## src/rtl/pci_bus_arbiter_pkg.sv

```systemverilog
// Shared types and helpers for the PCI bus arbiter: FSM state encoding and width helper.
package pci_bus_arbiter_pkg;

  typedef enum logic [2:0] {
    PARK_RST = 3'd0,
    PARK     = 3'd1,
    TURN     = 3'd2,
    GRANT    = 3'd3,
    BUSY     = 3'd4
  } arb_state_e;

  // Bits needed to hold values 0..value-1; never less than one bit.
  function automatic int clog2(input int value);
    int r;
    r = 1;
    for (int i = 1; i < 32; i++) begin
      if ((1 << i) < value) r = i + 1;
    end
    return r;
  endfunction

endpackage

```

## src/rtl/pci_bus_arbiter_if.sv

```systemverilog
// REQ#/GNT# pairs plus the FRAME#/IRDY# observation points shared by arbiter and initiators.
interface pci_bus_arbiter_if #(
  parameter int N_MASTERS = 4
);
  import pci_bus_arbiter_pkg::*;

  localparam int OW = clog2(N_MASTERS);

  logic [N_MASTERS-1:0] req_n;
  logic                 frame;
  logic                 IRDY;
  logic [N_MASTERS-1:0] gnt_n;
  logic [OW-1:0]        owner;
  logic                 bus_busy;
  logic                 timeout_ev;

  // The arbiter owns the grant side; initiators own requests and bus phases.
  modport master (
    input  req_n, frame, IRDY,
    output gnt_n, owner, bus_busy, timeout_ev
  );

  modport slave (
    output req_n, frame, IRDY,
    input  gnt_n, owner, bus_busy, timeout_ev
  );

endinterface

```

## src/rtl/pci_bus_arbiter_rr_pick.sv

```systemverilog
// Combinational round-robin picker: first set bit of req at or after start, wrapping.
module pci_bus_arbiter_rr_pick #(
  parameter int N = 4,
  parameter int W = 2
) (
  input  logic [N-1:0] req,
  input  logic [W-1:0] start,
  output logic         valid,
  output logic [W-1:0] index
);

  localparam logic [W:0] N_W = (W+1)'(N);

  logic [2*N-1:0] dbl;
  logic [N-1:0]   rot;
  logic [W-1:0]   off;
  logic [W:0]     sum;

  assign dbl = {req, req};
  assign rot = dbl[start +: N];

  // Descending scan so the lowest rotated position wins.
  always_comb begin
    valid = 1'b0;
    off   = '0;
    for (int k = N - 1; k >= 0; k--) begin
      if (rot[k]) begin
        valid = 1'b1;
        off   = W'(k);
      end
    end
  end

  assign sum   = {1'b0, start} + {1'b0, off};
  assign index = (sum >= N_W) ? W'(sum - N_W) : sum[W-1:0];

endmodule

```

## src/rtl/pci_bus_arbiter.sv

```systemverilog
// Central PCI arbiter: round-robin REQ#/GNT# with parking, idle-bus turnaround and start timeout.
module pci_bus_arbiter
  import pci_bus_arbiter_pkg::*;
#(
  parameter int N_MASTERS     = 4,
  parameter int START_TIMEOUT = 16,
  parameter int PARK_DEFAULT  = 0
) (
  input  logic               clk,
  input  logic               rst,
  pci_bus_arbiter_if.master  bus
);

  localparam int                   OW       = clog2(N_MASTERS);
  localparam int                   TW       = clog2(START_TIMEOUT + 1);
  localparam logic [OW-1:0]        PARK_IDX = OW'(PARK_DEFAULT);
  localparam logic [OW-1:0]        LAST_IDX = OW'(N_MASTERS - 1);
  localparam logic [TW-1:0]        TMO_LAST = TW'(START_TIMEOUT - 1);
  localparam logic [N_MASTERS-1:0] ALL_HIGH = '1;

  arb_state_e           state_reg, state_next;
  logic [OW-1:0]        owner_reg, owner_next;
  logic [N_MASTERS-1:0] gnt_n_reg, gnt_n_next;
  logic [TW-1:0]        tmo_cnt_reg, tmo_cnt_next;
  logic                 timeout_ev_reg, timeout_ev_next;
  logic                 bus_busy_reg;

  logic                 idle;
  logic [N_MASTERS-1:0] req;
  logic [N_MASTERS-1:0] other_vec;
  logic                 own_req, others_req, hold_gnt;
  logic [OW-1:0]        pick_start, pick_index;
  logic                 pick_valid;

  function automatic logic [N_MASTERS-1:0] grant_on(input logic [OW-1:0] idx);
    logic [N_MASTERS-1:0] g;
    g      = '1;
    g[idx] = 1'b0;
    return g;
  endfunction

  assign idle    = bus.frame & bus.IRDY;
  assign req     = ~bus.req_n;
  assign own_req = req[owner_reg];

  generate
    for (genvar gi = 0; gi < N_MASTERS; gi++) begin : g_other
      assign other_vec[gi] = req[gi] & (owner_reg != OW'(gi));
    end
  endgenerate

  assign others_req = |other_vec;
  // A grant survives a transfer only while it is already held and uncontested.
  assign hold_gnt   = own_req & ~others_req & ~gnt_n_reg[owner_reg];
  assign pick_start = (owner_reg == LAST_IDX) ? '0 : owner_reg + 1'b1;

  pci_bus_arbiter_rr_pick #(
    .N (N_MASTERS),
    .W (OW)
  ) u_pick (
    .req   (req),
    .start (pick_start),
    .valid (pick_valid),
    .index (pick_index)
  );

  always_ff @(posedge clk or negedge rst) begin
    if (!rst) begin
      state_reg      <= PARK_RST;
      owner_reg      <= PARK_IDX;
      gnt_n_reg      <= ALL_HIGH;
      tmo_cnt_reg    <= '0;
      timeout_ev_reg <= 1'b0;
      bus_busy_reg   <= 1'b0;
    end else begin
      state_reg      <= state_next;
      owner_reg      <= owner_next;
      gnt_n_reg      <= gnt_n_next;
      tmo_cnt_reg    <= tmo_cnt_next;
      timeout_ev_reg <= timeout_ev_next;
      bus_busy_reg   <= ~idle;
    end
  end

  always_comb begin
    state_next = state_reg;
    case (state_reg)
      PARK_RST: state_next = PARK;
      PARK: begin
        if (!idle)                        state_next = BUSY;
        else if (!own_req && others_req)  state_next = TURN;
      end
      TURN:     state_next = pick_valid ? GRANT : PARK;
      GRANT: begin
        if (!idle)                        state_next = BUSY;
        else if (!own_req)                state_next = others_req ? TURN : PARK;
        else if (tmo_cnt_reg == TMO_LAST) state_next = TURN;
      end
      BUSY: begin
        if (idle) begin
          if (others_req)                 state_next = TURN;
          else if (own_req)               state_next = GRANT;
          else                            state_next = PARK;
        end
      end
      default:                            state_next = PARK_RST;
    endcase
  end

  // Registered outputs are derived from the transition being taken this edge.
  always_comb begin
    owner_next      = owner_reg;
    gnt_n_next      = ALL_HIGH;
    tmo_cnt_next    = '0;
    timeout_ev_next = 1'b0;
    case (state_next)
      PARK: begin
        if (state_reg == PARK_RST) owner_next = PARK_IDX;
        gnt_n_next = grant_on(owner_next);
      end
      GRANT: begin
        if (state_reg == TURN)  owner_next   = pick_index;
        if (state_reg == GRANT) tmo_cnt_next = tmo_cnt_reg + 1'b1;
        gnt_n_next = grant_on(owner_next);
      end
      BUSY:  gnt_n_next = hold_gnt ? grant_on(owner_reg) : ALL_HIGH;
      TURN:  timeout_ev_next = (state_reg == GRANT) && idle && own_req &&
                               (tmo_cnt_reg == TMO_LAST);
      default: gnt_n_next = ALL_HIGH;
    endcase
  end

  assign bus.gnt_n      = gnt_n_reg;
  assign bus.owner      = owner_reg;
  assign bus.bus_busy   = bus_busy_reg;
  assign bus.timeout_ev = timeout_ev_reg;

endmodule
```

## src/flat_wrapper.sv

```systemverilog
// flat-port wrapper written by rule: the top's interface ports become plain ports
module pci_bus_arbiter_flat import pci_bus_arbiter_pkg::*;
#(
  parameter int N_MASTERS     = 4,
  parameter int START_TIMEOUT = 16,
  parameter int PARK_DEFAULT  = 0
)
  (clk, rst, bus_req_n, bus_frame, bus_IRDY, bus_gnt_n, bus_owner, bus_bus_busy, bus_timeout_ev);
  pci_bus_arbiter_if #(.N_MASTERS(N_MASTERS)) bus_i ();
  input  logic clk;
  input  logic rst;
  input wire logic [$bits(bus_i.req_n)-1:0] bus_req_n;
  input wire logic [$bits(bus_i.frame)-1:0] bus_frame;
  input wire logic [$bits(bus_i.IRDY)-1:0] bus_IRDY;
  output wire logic [$bits(bus_i.gnt_n)-1:0] bus_gnt_n;
  output wire logic [$bits(bus_i.owner)-1:0] bus_owner;
  output wire logic [$bits(bus_i.bus_busy)-1:0] bus_bus_busy;
  output wire logic [$bits(bus_i.timeout_ev)-1:0] bus_timeout_ev;
  assign bus_i.req_n = bus_req_n;
  assign bus_i.frame = bus_frame;
  assign bus_i.IRDY = bus_IRDY;
  assign bus_gnt_n = bus_i.gnt_n;
  assign bus_owner = bus_i.owner;
  assign bus_bus_busy = bus_i.bus_busy;
  assign bus_timeout_ev = bus_i.timeout_ev;
  pci_bus_arbiter #(.N_MASTERS(N_MASTERS), .START_TIMEOUT(START_TIMEOUT), .PARK_DEFAULT(PARK_DEFAULT)) u_core (.clk(clk), .rst(rst), .bus(bus_i));
endmodule
```

## config.mk

```make
export PLATFORM = sky130hd
export DESIGN_NAME = pci_bus_arbiter_flat
export DESIGN_NICKNAME = d
export VERILOG_FILES = /design/src/rtl/pci_bus_arbiter_pkg.sv /design/src/rtl/pci_bus_arbiter_if.sv /design/src/rtl/pci_bus_arbiter_rr_pick.sv /design/src/rtl/pci_bus_arbiter.sv /design/src/flat_wrapper.sv
export SDC_FILE = /design/constraint.sdc
export NUM_CORES = 1
export LEC_CHECK = 0
export CAP_MARGIN = 20
export CORE_MARGIN = 2
export CORE_UTILIZATION = 52
export CTS_CLUSTER_DIAMETER = 40
export DETAILED_ROUTE_END_ITERATION = 8
export PLACE_DENSITY = 0.71
export SYNTH_ARGS = -nofsm -noshare
export SYNTH_HDL_FRONTEND = slang
export SYNTH_SLANG_ARGS = --single-unit
export TNS_END_PERCENT = 100
```

## constraint.sdc

```tcl
create_clock -name clk -period 7.8 [get_ports clk]
set_input_delay 1.17 -clock clk [delete_from_list [all_inputs] [get_ports clk]]
set_output_delay 1.17 -clock clk [all_outputs]
set_load 0.05 [all_outputs]
```

==> metrics.md <==
| Metric | Value |
|---|---|
| Synth warn | 0 |
| Crit path buf inv count | 1 |
| Final worst slack | 0.562 ns |
| Detailed placement HPWL | 18.0 mm |
| Number of global-route vias before repair | 6941 |
| Total number of vias | 7527 |
| Worst-Margin Slew | 0.967 ns |
| CTS tree | yes |
| Place WS | 0.240 ns |
| First-pass detailed-route iteration total | 5 |
| Final TNS setup | 0 ns |
| WP data required | 8.02 ns |
| DRC violations left | 0 |
| Syn nets | 970 |
| Global route overflow | 0 |
| Most used cell, CP | nand2_1 |
| Fin area | 8440 um^2 |
| Hold Path Class | reg -> reg |
| RSZ-0062 raised after global routing | no |
| Pwr Total | 4220 uW |
| Crit-path leading delay family | simple AND/OR/NAND/NOR gates |
| Post-route ant nets | 0 |
| Crit path DAT | 7.46 ns |
| CTS Sinks | 73 |
| DR WL/cell | 20.2 um |
| Sequential area share after synthesis | 25.0% |
| Core Region | 13800 um^2 |
| Htree depth | 3 |
| Max Fclk | 0.138 GHz |
| Pleak | 0.00331 uW |
| Final setup viols | 0 |
| Critical Path Slowest Stage Cell | or4b_1 |
| Initial antenna violation count | 0 |
| Width of the die | 123 um |
| Shortest period the worst path allows | 7.24 ns |
| Main synth FF type | dfrtp_1 |
| Cell count after synthesis | 952 |
| Max VDD drop | 176 uV |
| Initial core utilization | 53.0% |
| Die Height | 123 um |
| DIE AREA | 15100 um^2 |
| Fin Hold WS | 0.454 ns |
| Layout cells sized above 1 | 11.0% |
| Total global-route track usage | 32.1% |
| Asr flop ratio synth | 100% |
| Placement Cell Area | 8060 um^2 |
| IO Port Bufs | 45 |
| Cell Pwr Density | 500 nW/um^2 |
| Gp weighted congestion | 1.01 |
| First-pass GRT wire length | 37.5 mm |
| Critical Path Source Type | flip-flop |
| Clk buf depth | 2 |
| # diodes | 0 |
| Yosys reg bits | 73 |
| Num ports | 46 |
| 1st-iter DRT viols | 758 |
| Status | finished, final reports clean |
| Vias/cell | 6.40 |
| Max-Slew Margin vs Limit | 34.9% |
| Setup crit end kind | flip-flop |
| Clk_lat worst skew | 0.33 ns |
| Clock transition at path regs | 0.06 ns |
| Crit-path max cell delay | 0.49 ns |
| Final Skew | 0.00605 ns |
| Synthesized cell area | 7330 um^2 |
| Nets | 1010 |
| CTS buffer count | 9 |
| Root Driver | clkbuf_16 |
| Max Cap Viol | 0 |
| Number of cell rows | 43 |
| Netlist cell types | 102 |
| Syn avg cell area | 7.70 um^2 |
| Final hold vios | 0 |
| Final wirelength | 23.8 mm |
| Area growth syn-to-layout | 15.1% |
| Tcrit/Tclk final | 92.8% |
| Post-synth EDFFs | 0 |
| Count of pins over their slew limit | 0 |
| Largest net degree at the start of global routing | 74 |
| CP Max Fanout | 8 |
| Kind of critical path | reg -> reg |
[cell type report]
type | count | area (um^2)
fillers | 1262 | 5390
multi-input cells | 801 | 5150
flip-flops and latches | 73 | 1830
repair buffers | 90 | 826
clock buffers | 10 | 229
well taps | 180 | 225
clock inverters | 5 | 105
inverters | 17 | 63.8
[metal layers]
layer | GRT usage, % | wire length (um) | vias to the layer above
met5 | 0 | 0 | -
met4 | 13.1 | 784 | 0
met3 | 3.72 | 1750 | 53
met2 | 50.7 | 10900 | 340
met1 | 44.7 | 10300 | 3590
li1 | - | - | 3544
[worst paths after layout]
path | startpoint | endpoint | slack (ns) | cells past startpoint
worst max-delay path | u_core.bus.owner[31]$_DFFE_PN0P_ | u_core.bus.gnt_n[1]$_DFF_PN1_ | 0.56 | 29
worst min-delay path | u_core.tmo_cnt_reg[0]$_DFF_PN0_ | u_core.tmo_cnt_reg[0]$_DFF_PN0_ | 0.45 | 1
worst max register to register | u_core.bus.owner[31]$_DFFE_PN0P_ | u_core.bus.gnt_n[1]$_DFF_PN1_ | 0.56 | 29
worst min register to register | u_core.tmo_cnt_reg[0]$_DFF_PN0_ | u_core.tmo_cnt_reg[0]$_DFF_PN0_ | 0.45 | 1
max in group asynchronous | rst | u_core.tmo_cnt_reg[25]$_DFF_PN0_ | 6.22 | 1
min in group asynchronous | rst | u_core.bus.owner[0]$_DFFE_PN0P_ | 0.97 | 1
[logic make-up after synthesis]
family | synth area share, %
AOI/OAI and AO/OA | 18.4
xor gates and xnor gates | 11.9
adders and majority gates | 1.81
buffers and inverters | 5.07
DFF | 25.0
muxes | 2.56
and+or+nand+nor | 35.2
[placed cells by master, fill, tap and decap left out, drive strengths merged, types with 9 or more instances in the layout]
master and n:
nand2 110, nor2 104, nand3 75, dfrtp 69
o21ai 56, xnor2 54, buf 46, clkdlybuf4s50 44
xor2 44, a21oi 42, nor4 27, nand4 26
nor3 25, and3 19, inv 17, and2 15
a31oi 13, mux2i 12, clkbuf 10, a211oi 10
ha 9, or3 9
[report_power, final]
group          switching [uW]  internal [uW]
clock network             157            311
registers                56.4            432
logic                    2070           1190
[Yosys cell counts (all sizes together) (5+ instances only)]
master	n	area, um^2
nand2	110	415
inv	17	63.8
a31oi	13	81.3
ha	9	113
a21o	5	37.5
o211ai	8	65.1
a211oi	10	75.1
nor2	104	390
and4	7	61.3
and2	15	96.3
clkbuf	30	113
nand4b	6	52.6
mux2i	12	120
xnor2	54	480
nor4	27	226
and3	19	124
dfrtp	69	1730
or3	9	61.3
or4	7	60.1
or2	6	40.0
nor3	25	158
nor2b	7	43.8
nor4b	5	50.0
a21boi	6	45.1
o31ai	8	65.1
nand2b	8	57.6
nand4	26	193
nand3	75	393
o21ai	56	280
buf	31	195
o21a	5	37.5
a21oi	42	210
nand3b	6	45.0
xor2	44	393
[timing repair]
item | in CTS | in global routing
hold buffers | 0 | 0
setup buffers | 0 | 0
setup endpoints to repair | 0 | 4
resized for setup | 0 | 4
[stage by stage]
step | util, % | std cells
2_1_floorplan | - | 952
3_3_place_gp | 58.1 | 1159
3_5_place_dp | 58.3 | 1160
4_1_cts | 60.7 | 1175
5_1_grt | 61.0 | 1176
6_report | 61.0 | 1176
Note: power is estimated with default switching activity, not from simulation.
